==> src/rtl/cpu_ctrl_pkg.sv <==
// Shared definitions for the MIPS control pipeline: ALU op codes, field widths
// and the per-stage control-word layouts.
package cpu_ctrl_pkg;

    localparam int ALU_OP_W   = 2;
    localparam int REG_ADDR_W = 5;

    localparam logic [ALU_OP_W-1:0] ALU_ADD    = 2'd0;
    localparam logic [ALU_OP_W-1:0] ALU_SUB    = 2'd1;
    localparam logic [ALU_OP_W-1:0] ALU_R_TYPE = 2'd2;

    // jump acts entirely in ID, so it is not carried past the ID/EX boundary
    typedef struct packed {
        logic [ALU_OP_W-1:0] alu_op;
        logic                reg_dst;
        logic                alu_src;
        logic                branch;
        logic                mem_read;
        logic                mem_write;
        logic                mem_2_reg;
        logic                reg_write;
    } id_ex_ctrl_t;

    typedef struct packed {
        logic mem_read;
        logic mem_write;
        logic mem_2_reg;
        logic reg_write;
    } ex_mem_ctrl_t;

    typedef struct packed {
        logic mem_2_reg;
        logic reg_write;
    } mem_wb_ctrl_t;

    localparam id_ex_ctrl_t BUBBLE = '{alu_op: ALU_ADD, default: 1'b0};

endpackage

==> src/rtl/control_pipeline_if.sv <==
// Decoder/datapath-facing bundle of the control pipeline: ID control word in,
// staged control and PC/IF-ID steering out.
interface control_pipeline_if
    import cpu_ctrl_pkg::*;
#(
    parameter int CNT_W = 16
);
    logic                  id_valid;
    logic [ALU_OP_W-1:0]   id_alu_op;
    logic                  id_reg_dst;
    logic                  id_alu_src;
    logic                  id_branch;
    logic                  id_jump;
    logic                  id_mem_read;
    logic                  id_mem_write;
    logic                  id_mem_2_reg;
    logic                  id_reg_write;
    logic [REG_ADDR_W-1:0] id_rs;
    logic [REG_ADDR_W-1:0] id_rt;
    logic                  ex_zero;

    logic [ALU_OP_W-1:0]   ex_alu_op;
    logic                  ex_reg_dst;
    logic                  ex_alu_src;
    logic                  mem_mem_read;
    logic                  mem_mem_write;
    logic                  wb_mem_2_reg;
    logic                  wb_reg_write;
    logic                  pc_write;
    logic                  if_id_write;
    logic                  if_flush;
    logic                  pc_src;
    logic                  jump_take;
    logic [CNT_W-1:0]      stall_cnt;
    logic [CNT_W-1:0]      flush_cnt;

    modport master (
        output id_valid, id_alu_op, id_reg_dst, id_alu_src, id_branch, id_jump,
               id_mem_read, id_mem_write, id_mem_2_reg, id_reg_write,
               id_rs, id_rt, ex_zero,
        input  ex_alu_op, ex_reg_dst, ex_alu_src, mem_mem_read, mem_mem_write,
               wb_mem_2_reg, wb_reg_write, pc_write, if_id_write, if_flush,
               pc_src, jump_take, stall_cnt, flush_cnt
    );

    modport slave (
        input  id_valid, id_alu_op, id_reg_dst, id_alu_src, id_branch, id_jump,
               id_mem_read, id_mem_write, id_mem_2_reg, id_reg_write,
               id_rs, id_rt, ex_zero,
        output ex_alu_op, ex_reg_dst, ex_alu_src, mem_mem_read, mem_mem_write,
               wb_mem_2_reg, wb_reg_write, pc_write, if_id_write, if_flush,
               pc_src, jump_take, stall_cnt, flush_cnt
    );

endinterface

==> src/rtl/hazard_detect.sv <==
// Combinational hazard unit: load-use stall request, branch resolution and
// jump steering for the instruction currently in ID.
module hazard_detect
    import cpu_ctrl_pkg::*;
(
    input  logic                  ex_mem_read,
    input  logic                  ex_branch,
    input  logic [REG_ADDR_W-1:0] ex_rt,
    input  logic                  ex_zero,
    input  logic                  id_valid,
    input  logic                  id_jump,
    input  logic [REG_ADDR_W-1:0] id_rs,
    input  logic [REG_ADDR_W-1:0] id_rt,
    output logic                  stall,
    output logic                  pc_src,
    output logic                  jump_take
);

    // r0 is hard-wired to zero, so a load targeting it never creates a dependency
    assign stall = ex_mem_read & id_valid & (ex_rt != '0)
                 & ((ex_rt == id_rs) | (ex_rt == id_rt));

    assign pc_src    = ex_branch & ex_zero;
    assign jump_take = id_valid & id_jump & ~stall & ~pc_src;

endmodule

==> src/rtl/control_pipeline.sv <==
// Control path of the 5-stage MIPS core: stages the decoded control word through
// ID/EX, EX/MEM and MEM/WB, inserts bubbles and counts stall/flush events.
module control_pipeline
    import cpu_ctrl_pkg::*;
#(
    parameter int CNT_W = 16
) (
    input logic clk,
    input logic rst,
    control_pipeline_if.slave bus
);

    id_ex_ctrl_t           id_ex_q;
    id_ex_ctrl_t           id_ex_d;
    logic [REG_ADDR_W-1:0] ex_rt_q;
    logic [REG_ADDR_W-1:0] ex_rt_d;
    ex_mem_ctrl_t          ex_mem_q;
    mem_wb_ctrl_t          mem_wb_q;
    logic [CNT_W-1:0]      stall_cnt_q;
    logic [CNT_W-1:0]      flush_cnt_q;

    logic stall;
    logic pc_src;
    logic jump_take;
    logic stall_eff;
    logic if_flush;

    hazard_detect u_hazard_detect (
        .ex_mem_read (id_ex_q.mem_read),
        .ex_branch   (id_ex_q.branch),
        .ex_rt       (ex_rt_q),
        .ex_zero     (bus.ex_zero),
        .id_valid    (bus.id_valid),
        .id_jump     (bus.id_jump),
        .id_rs       (bus.id_rs),
        .id_rt       (bus.id_rt),
        .stall       (stall),
        .pc_src      (pc_src),
        .jump_take   (jump_take)
    );

    // A taken branch squashes the ID instruction anyway, so it overrides the stall
    assign stall_eff = stall & ~pc_src;
    assign if_flush  = pc_src | jump_take;

    always_comb begin
        id_ex_d = BUBBLE;
        ex_rt_d = '0;
        if (!pc_src && !stall && bus.id_valid) begin
            id_ex_d = '{bus.id_alu_op, bus.id_reg_dst, bus.id_alu_src, bus.id_branch,
                        bus.id_mem_read, bus.id_mem_write, bus.id_mem_2_reg,
                        bus.id_reg_write};
            ex_rt_d = bus.id_rt;
        end
    end

    always_ff @(posedge clk) begin
        if (rst) begin
            id_ex_q  <= BUBBLE;
            ex_rt_q  <= '0;
            ex_mem_q <= '0;
            mem_wb_q <= '0;
        end else begin
            id_ex_q  <= id_ex_d;
            ex_rt_q  <= ex_rt_d;
            ex_mem_q <= '{id_ex_q.mem_read, id_ex_q.mem_write,
                          id_ex_q.mem_2_reg, id_ex_q.reg_write};
            mem_wb_q <= '{ex_mem_q.mem_2_reg, ex_mem_q.reg_write};
        end
    end

    // Performance counters stick at all-ones instead of wrapping
    always_ff @(posedge clk) begin
        if (rst) begin
            stall_cnt_q <= '0;
            flush_cnt_q <= '0;
        end else begin
            if (stall_eff && (stall_cnt_q != '1)) begin
                stall_cnt_q <= stall_cnt_q + CNT_W'(1);
            end
            if (if_flush && (flush_cnt_q != '1)) begin
                flush_cnt_q <= flush_cnt_q + CNT_W'(1);
            end
        end
    end

    assign bus.ex_alu_op     = id_ex_q.alu_op;
    assign bus.ex_reg_dst    = id_ex_q.reg_dst;
    assign bus.ex_alu_src    = id_ex_q.alu_src;
    assign bus.mem_mem_read  = ex_mem_q.mem_read;
    assign bus.mem_mem_write = ex_mem_q.mem_write;
    assign bus.wb_mem_2_reg  = mem_wb_q.mem_2_reg;
    assign bus.wb_reg_write  = mem_wb_q.reg_write;
    assign bus.pc_write      = ~stall_eff;
    assign bus.if_id_write   = ~stall_eff;
    assign bus.if_flush      = if_flush;
    assign bus.pc_src        = pc_src;
    assign bus.jump_take     = jump_take;
    assign bus.stall_cnt     = stall_cnt_q;
    assign bus.flush_cnt     = flush_cnt_q;

endmodule
==> src/flat_wrapper.sv <==
// flat-port wrapper written by rule: the top's interface ports become plain ports
module control_pipeline_flat import cpu_ctrl_pkg::*;
#(
    parameter int CNT_W = 16
)
  (clk, rst, bus_id_valid, bus_id_alu_op, bus_id_reg_dst, bus_id_alu_src, bus_id_branch, bus_id_jump, bus_id_mem_read, bus_id_mem_write, bus_id_mem_2_reg, bus_id_reg_write, bus_id_rs, bus_id_rt, bus_ex_zero, bus_ex_alu_op, bus_ex_reg_dst, bus_ex_alu_src, bus_mem_mem_read, bus_mem_mem_write, bus_wb_mem_2_reg, bus_wb_reg_write, bus_pc_write, bus_if_id_write, bus_if_flush, bus_pc_src, bus_jump_take, bus_stall_cnt, bus_flush_cnt);
  control_pipeline_if #(.CNT_W(CNT_W)) bus_i ();
  input logic clk;
  input logic rst;
  input wire logic [$bits(bus_i.id_valid)-1:0] bus_id_valid;
  input wire logic [$bits(bus_i.id_alu_op)-1:0] bus_id_alu_op;
  input wire logic [$bits(bus_i.id_reg_dst)-1:0] bus_id_reg_dst;
  input wire logic [$bits(bus_i.id_alu_src)-1:0] bus_id_alu_src;
  input wire logic [$bits(bus_i.id_branch)-1:0] bus_id_branch;
  input wire logic [$bits(bus_i.id_jump)-1:0] bus_id_jump;
  input wire logic [$bits(bus_i.id_mem_read)-1:0] bus_id_mem_read;
  input wire logic [$bits(bus_i.id_mem_write)-1:0] bus_id_mem_write;
  input wire logic [$bits(bus_i.id_mem_2_reg)-1:0] bus_id_mem_2_reg;
  input wire logic [$bits(bus_i.id_reg_write)-1:0] bus_id_reg_write;
  input wire logic [$bits(bus_i.id_rs)-1:0] bus_id_rs;
  input wire logic [$bits(bus_i.id_rt)-1:0] bus_id_rt;
  input wire logic [$bits(bus_i.ex_zero)-1:0] bus_ex_zero;
  output wire logic [$bits(bus_i.ex_alu_op)-1:0] bus_ex_alu_op;
  output wire logic [$bits(bus_i.ex_reg_dst)-1:0] bus_ex_reg_dst;
  output wire logic [$bits(bus_i.ex_alu_src)-1:0] bus_ex_alu_src;
  output wire logic [$bits(bus_i.mem_mem_read)-1:0] bus_mem_mem_read;
  output wire logic [$bits(bus_i.mem_mem_write)-1:0] bus_mem_mem_write;
  output wire logic [$bits(bus_i.wb_mem_2_reg)-1:0] bus_wb_mem_2_reg;
  output wire logic [$bits(bus_i.wb_reg_write)-1:0] bus_wb_reg_write;
  output wire logic [$bits(bus_i.pc_write)-1:0] bus_pc_write;
  output wire logic [$bits(bus_i.if_id_write)-1:0] bus_if_id_write;
  output wire logic [$bits(bus_i.if_flush)-1:0] bus_if_flush;
  output wire logic [$bits(bus_i.pc_src)-1:0] bus_pc_src;
  output wire logic [$bits(bus_i.jump_take)-1:0] bus_jump_take;
  output wire logic [$bits(bus_i.stall_cnt)-1:0] bus_stall_cnt;
  output wire logic [$bits(bus_i.flush_cnt)-1:0] bus_flush_cnt;
  assign bus_i.id_valid = bus_id_valid;
  assign bus_i.id_alu_op = bus_id_alu_op;
  assign bus_i.id_reg_dst = bus_id_reg_dst;
  assign bus_i.id_alu_src = bus_id_alu_src;
  assign bus_i.id_branch = bus_id_branch;
  assign bus_i.id_jump = bus_id_jump;
  assign bus_i.id_mem_read = bus_id_mem_read;
  assign bus_i.id_mem_write = bus_id_mem_write;
  assign bus_i.id_mem_2_reg = bus_id_mem_2_reg;
  assign bus_i.id_reg_write = bus_id_reg_write;
  assign bus_i.id_rs = bus_id_rs;
  assign bus_i.id_rt = bus_id_rt;
  assign bus_i.ex_zero = bus_ex_zero;
  assign bus_ex_alu_op = bus_i.ex_alu_op;
  assign bus_ex_reg_dst = bus_i.ex_reg_dst;
  assign bus_ex_alu_src = bus_i.ex_alu_src;
  assign bus_mem_mem_read = bus_i.mem_mem_read;
  assign bus_mem_mem_write = bus_i.mem_mem_write;
  assign bus_wb_mem_2_reg = bus_i.wb_mem_2_reg;
  assign bus_wb_reg_write = bus_i.wb_reg_write;
  assign bus_pc_write = bus_i.pc_write;
  assign bus_if_id_write = bus_i.if_id_write;
  assign bus_if_flush = bus_i.if_flush;
  assign bus_pc_src = bus_i.pc_src;
  assign bus_jump_take = bus_i.jump_take;
  assign bus_stall_cnt = bus_i.stall_cnt;
  assign bus_flush_cnt = bus_i.flush_cnt;
  control_pipeline #(.CNT_W(CNT_W)) u_core (.clk(clk), .rst(rst), .bus(bus_i));
endmodule
==> config.mk <==
export PLATFORM = sky130hd
export DESIGN_NAME = control_pipeline_flat
export DESIGN_NICKNAME = d
export VERILOG_FILES = /design/src/rtl/cpu_ctrl_pkg.sv /design/src/rtl/control_pipeline_if.sv /design/src/rtl/hazard_detect.sv /design/src/rtl/control_pipeline.sv /design/src/flat_wrapper.sv
export SDC_FILE = /design/constraint.sdc
export NUM_CORES = 1
export LEC_CHECK = 0
export CAP_MARGIN = 0
export CORE_UTILIZATION = 40
export DETAILED_ROUTE_END_ITERATION = 16
export MAX_ROUTING_LAYER = met4
export PLACE_DENSITY = 0.7
export SYNTH_ARGS = -nofsm -noshare
export SYNTH_HDL_FRONTEND = slang
export SYNTH_SLANG_ARGS = --single-unit
==> constraint.sdc <==
create_clock -name clk -period 6.25 [get_ports clk]
set_clock_uncertainty 0.2 [all_clocks]
set_input_delay 0.9375 -clock clk [delete_from_list [all_inputs] [get_ports clk]]
set_output_delay 0.9375 -clock clk [all_outputs]
set_load 0.1 [all_outputs]
==> impl_metrics.toml, run 1 <==
[status]
status = "complete, no violations"

[drt]
final_antenna_net_count = 0
vias = 1978
wl_per_cell_um = 11.6
first_pass_iters = 4
drt_iter0_drc = 89
wirelength_um = 4570
viasPerCell = 5.03
post-route-drc-count = 0

[min_path]
holdCritPathClass = "flop to flop"
hold_depth = 1

[finish]
diodes = 0
drive_gt1_share_pct = 4.98
syn_to_final_growth_pct = 36.3
fill_cells = 495
final_common_cell = "clkdlybuf4s50_1"
fin_nets = 346
final_cell_mix = "clkdlybuf4s50_1, dfxtp_1, nor2_1"

[pwr]
leakage_nw = 1.09
ir_drop_mv = 0.123
power.density_mw_per_mm2 = 206

[synth]
yosysUniqueCellTypes = 35
postSynthAreaPerCell_um2 = 8.88
synth_fp_nets = 283
synth_cells = 257
yosysWarnings = 0
ys_seq_area_share_pct = 45.6
netlist_area_mm2 = 0.00228
ys_ff_latch = 52

[clocking]
cts_num_sinks = 52
clk_path_buf_depth = 2
cts_setup_buffers = 0
cts_buffers = 5
cts_tree = "built"
clkTransAtPathRegs_ns = 0.09
htree_levels = 2
root_buffer = "clkbuf_8"
insertion_delay_ns = 0.30
hold_buffers = 0
cts_resized = 0

[grt]
grt_start_max_net_pins = 41
grt_pass1_wl_um = 7730
antenna_found_initial = 0
grt_pass1_vias = 1759
grtUsageTotal_pct = 16.3
grt-ovfl-total = 0

[setup_path]
start_kind = "input port"
path_class = "input port to output pin"
critPathRequiredTime_ns = 5.11
worstPathMaxFanout = 37
worstRegToRegCells = 7
crit_arrival_ns = 3.31
cp-end-kind = "output pin"

[floorplan]
start_util_pct = 41.4
fp.dieW_um = 77.5
fp.dieArea_mm2 = 0.00601
io_pins = 69
die_h_um = 77.5
row_count = 27
core_area_mm2 = 0.00551

[sta]
grt_setup_unrepaired = "no"
setup_viol = 0
maxSlewHeadroom_pct = 31.3
drv_slew = 0
whs_ns = 0.241
max_freq_mhz = 225
tightest_slew_ns = 1.03
min_period_ns = 4.44
tns_ns = 0
period_share_pct = 71.1
hold_viol_final = 0

[placed_design]
dp_hpwl_um = 3250
place_congestion = 0.773
port_buffers = 68

[job]
cap_violations = 0
path summary, 6_finish.rpt:
check                                          end                                  from  slack, ns
max reg2reg  u_core.bus.flush_cnt[11]$_SDFFE_PP0P_  u_core.bus.flush_cnt[0]$_SDFFE_PP0P_       3.59
max                                bus_if_id_write                          bus_id_rt[0]       1.81
min reg2reg    u_core.bus.mem_mem_write$_SDFF_PP0_          u_core.id_ex_q[2]$_SDFF_PP0_       0.24
min            u_core.bus.mem_mem_write$_SDFF_PP0_          u_core.id_ex_q[2]$_SDFF_PP0_       0.24
logic make-up (layout without fill, tap and decap cells):
logic type / Yosys count / in the layout / synth area share (%)
simple gates: 131 / 131 / 31.6
flops: 52 / 52 / 45.6
xor+xnor: 29 / 29 / 11.1
compound gates: 25 / 25 / 6.30
buf+inv: 16 / 80 / 3.34
fa+ha+maj: 2 / 2 / 1.10
mux: 2 / 2 / 0.932
stage by stage:
step                      util [%]  cell area (um2)  setup WS, ns  power (mW)  cells
final                         56.5             3110          1.81       0.640    393
after global routing          56.5             3110          1.69       0.670    393
after CTS                     56.5             3110          1.79       0.649    393
after detailed placement      54.5             3000          1.80       0.422    385
after global placement        54.5             3000          1.83       0.422    385
after floorplan                  -             2280          2.23       0.396    257
critical path, cell delays in order:
cell             delay (ns)
clkdlybuf4s50_1        0.44
xnor2_1                0.14
nand3_1                0.09
o22ai_2                0.09
nand3_2                0.07
buf_4                  0.32
clkdlybuf4s50_1        1.20
cells in the mapped netlist:
cell type  number  area [um2]
nand3_1        19        95.1
nor2_1         24        90.1
mux2_2          1        11.3
buf_1           1        3.75
o22ai_2         1        12.5
inv_1           2        7.51
and3_1          9        56.3
nand4_1         6        37.5
nor3_1          3        15.0
clkbuf_1        6        22.5
ha_1            2        25.0
and4_1          2        17.5
nor4_1          6        37.5
or4_1           1        7.51
buf_4           3        22.5
nor2b_1         8        50.1
o21ai_0         9        45.0
nor4b_1         1        8.76
xor2_1         10        87.6
a21oi_1        12        60.1
nand3_2         2        20.0
or3_1          11        68.8
and2_1         18         113
a22o_1          1        8.76
nor3_2          1        10.0
o311a_1         1        10.0
o31ai_1         1        7.51
dfxtp_1        52        1040
buf_2           4        20.0
xnor2_1        19         166
nand2_1        17        63.8
nor4bb_1        1        10.0
nand4b_1        1        8.76
mux2i_1         1        10.0
nand2_4         1        11.3
report_power, final:
group	leakage, nW	internal, mW	switching, mW
registers	0.421	0.337	0.00357
clock network	0.0541	0.119	0.107
logic	0.612	0.0286	0.0451
total	1.09	0.484	0.156
area by class of cell:
| cell class | instances | area, um2 | share of cell area [%] |
|---|---|---|---|
| repair buffers | 70 | 696 | 22.4 |
| clock inverters | 3 | 42.5 | 1.37 |
| flip-flops and latches | 52 | 1040 | 33.5 |
| clock buffers | 5 | 68.8 | 2.21 |
| well taps | 72 | 90.1 | 2.90 |
| inverters | 2 | 7.51 | 0.241 |
| multi-input cells | 189 | 1160 | 37.4 |
layer usage:
layer | track usage [%] | vias to the layer above | routed length, um
met3 | 4.82 | 5 | 304
met5 | - | - | 0
met1 | 20.6 | 909 | 2230
met4 | 5.66 | 0 | 56
met2 | 24.8 | 59 | 1980
li1 | - | 1005 | -
Note: power is estimated with default switching activity, not from simulation.
==> inputs of run 2 (changes only) <==
Clock period 6.25 ns to 4.3 ns, I/O delays scaled along.
==> run 2 against run 1 <==
- core utilization decreased by 0.16 points
- setup slack got worse by 0.52 ns
- design area down 0.28%
- critical endpoint unchanged
- wire length rose by 2.6%
==> impl_metrics.toml, run 2 (synthesis results as in run 1) <==
[floorplan]
core_area_mm2 = 0.00551
fp.dieArea_mm2 = 0.00601
fp.dieW_um = 77.5
start_util_pct = 41.4
die_h_um = 77.5
io_pins = 69
row_count = 27

[drt]
wl_per_cell_um = 11.9
vias = 1976
viasPerCell = 5.02
post-route-drc-count = 0
first_pass_iters = 4
final_antenna_net_count = 0
wirelength_um = 4680
drt_iter0_drc = 115

[finish]
multi_input_area_mm2 = 0.00116
fin_nets = 347
final_common_cell = "clkdlybuf4s50_1"
fin_area_mm2 = 0.00310
fill_cells = 511
syn_to_final_growth_pct = 35.9
drive_gt1_share_pct = 6.52
final_util_pct = 56.3
final_cell_mix = "clkdlybuf4s50_1, dfxtp_1, nor2_1"
diodes = 0
regArea_mm2 = 0.00104

[sta]
maxSlewHeadroom_pct = 33.6
grt_setup_unrepaired = "no"
period_share_pct = 70.1
hold_viol_final = 0
tns_ns = 0
whs_ns = 0.241
tightest_slew_ns = 0.993
setup_viol = 0
max_freq_mhz = 332
min_period_ns = 3.01
drv_slew = 0

[clocking]
clkTransAtPathRegs_ns = 0.09
clk_path_buf_depth = 2
cts_num_sinks = 52
cts_setup_buffers = 0
cts_buffers = 5
cts_tree = "built"
htree_levels = 2
cts_resized = 0
root_buffer = "clkbuf_8"
hold_buffers = 0
insertion_delay_ns = 0.30

[pwr]
power.density_mw_per_mm2 = 301
leakage_nw = 1.10
internal_power_uw = 704
p_seq_share_pct = 53.0
p_sw_uw = 229
p_total_uw = 933
ir_drop_mv = 0.178
pwr-share-comb_pct = 11.5
switching_share_pct = 24.5
pwr-share-clk_pct = 35.5

[placed_design]
placed_cell_area_mm2 = 0.00299
port_buffers = 68
dp_hpwl_um = 3390
place_congestion = 0.773

[job]
cap_violations = 0

[grt]
grtUsageTotal_pct = 16.8
antenna_found_initial = 0
grt_pass1_vias = 1757
grt_pass1_wl_um = 7850
grt-ovfl-total = 0
grt_start_max_net_pins = 40

[setup_path]
cp-end-kind = "output pin"
worstRegToRegCells = 7
worstPathMaxFanout = 13
critPathRequiredTime_ns = 3.45
start_kind = "input port"
path_class = "input port to output pin"
crit_arrival_ns = 2.17

[min_path]
hold_depth = 1
holdCritPathClass = "flop to flop"

[status]
status = "complete, no violations"
run 2: cell types whose count changed in the layout (fill, tap and decap cells not counted):
cell,previous run,this run
buf_4,2,8
clkdlybuf4s50_1,68,63
clkbuf_1,0,1
clkinvlp_4,1,0
run 2: cell type report:
| type | instances | area share [%] |
|---|---|---|
| Inverter | 2 | 0.242 |
| Clock inverter | 2 | 1.13 |
| Tap cell | 72 | 2.90 |
| Clock buffer | 6 | 2.34 |
| Sequential cell | 52 | 33.6 |
| Timing Repair Buffer | 71 | 22.3 |
| Multi-Input combinational cell | 189 | 37.6 |
run 2: power by group through the flow:
stage | combinational, mW | clock (mW) | sequential (mW)
floorplan | 0.0476 | 0 | 0.528
global placement | 0.108 | 0 | 0.506
detailed placement | 0.108 | 0 | 0.506
CTS | 0.108 | 0.340 | 0.495
global route | 0.114 | 0.363 | 0.496
finish | 0.107 | 0.331 | 0.495
run 2: per-layer routing:
layer	global-route usage, %	share of wire (%)	vias up
met4	6.04	1.3	0
li1	-	-	1009
met3	5.06	7.0	7
met5	-	0	-
met1	20.8	47	891
met2	25.8	44	69
run 2: path summary, 6_finish.rpt:
kind                                                    start                               endpoint  slack, ns
worst max register to register   u_core.ex_rt_q[0]$_SDFF_PP0_  u_core.bus.flush_cnt[11]$_SDFFE_PP0P_       1.74
worst max-delay path                             bus_id_rs[2]                        bus_if_id_write       1.29
worst min register to register  u_core.ex_mem_q[1]$_SDFF_PP0_     u_core.bus.wb_mem_2_reg$_SDFF_PP0_       0.24
worst min-delay path            u_core.ex_mem_q[1]$_SDFF_PP0_     u_core.bus.wb_mem_2_reg$_SDFF_PP0_       0.24
run 2: critical path, stage by stage:
cell and delay [ns]:
clkdlybuf4s50_1 0.47, xnor2_1 0.12, nand3_1 0.11, o22ai_2 0.21, nand3_2 0.27, buf_4 0.34
run 2: per-stage QoR:
step / setup WS (ns) / instances
after floorplan: 0.861 / 257
after global placement: 1.31 / 386
after detailed placement: 1.27 / 386
after CTS: 1.29 / 394
after global routing: 1.18 / 394
final: 1.29 / 394
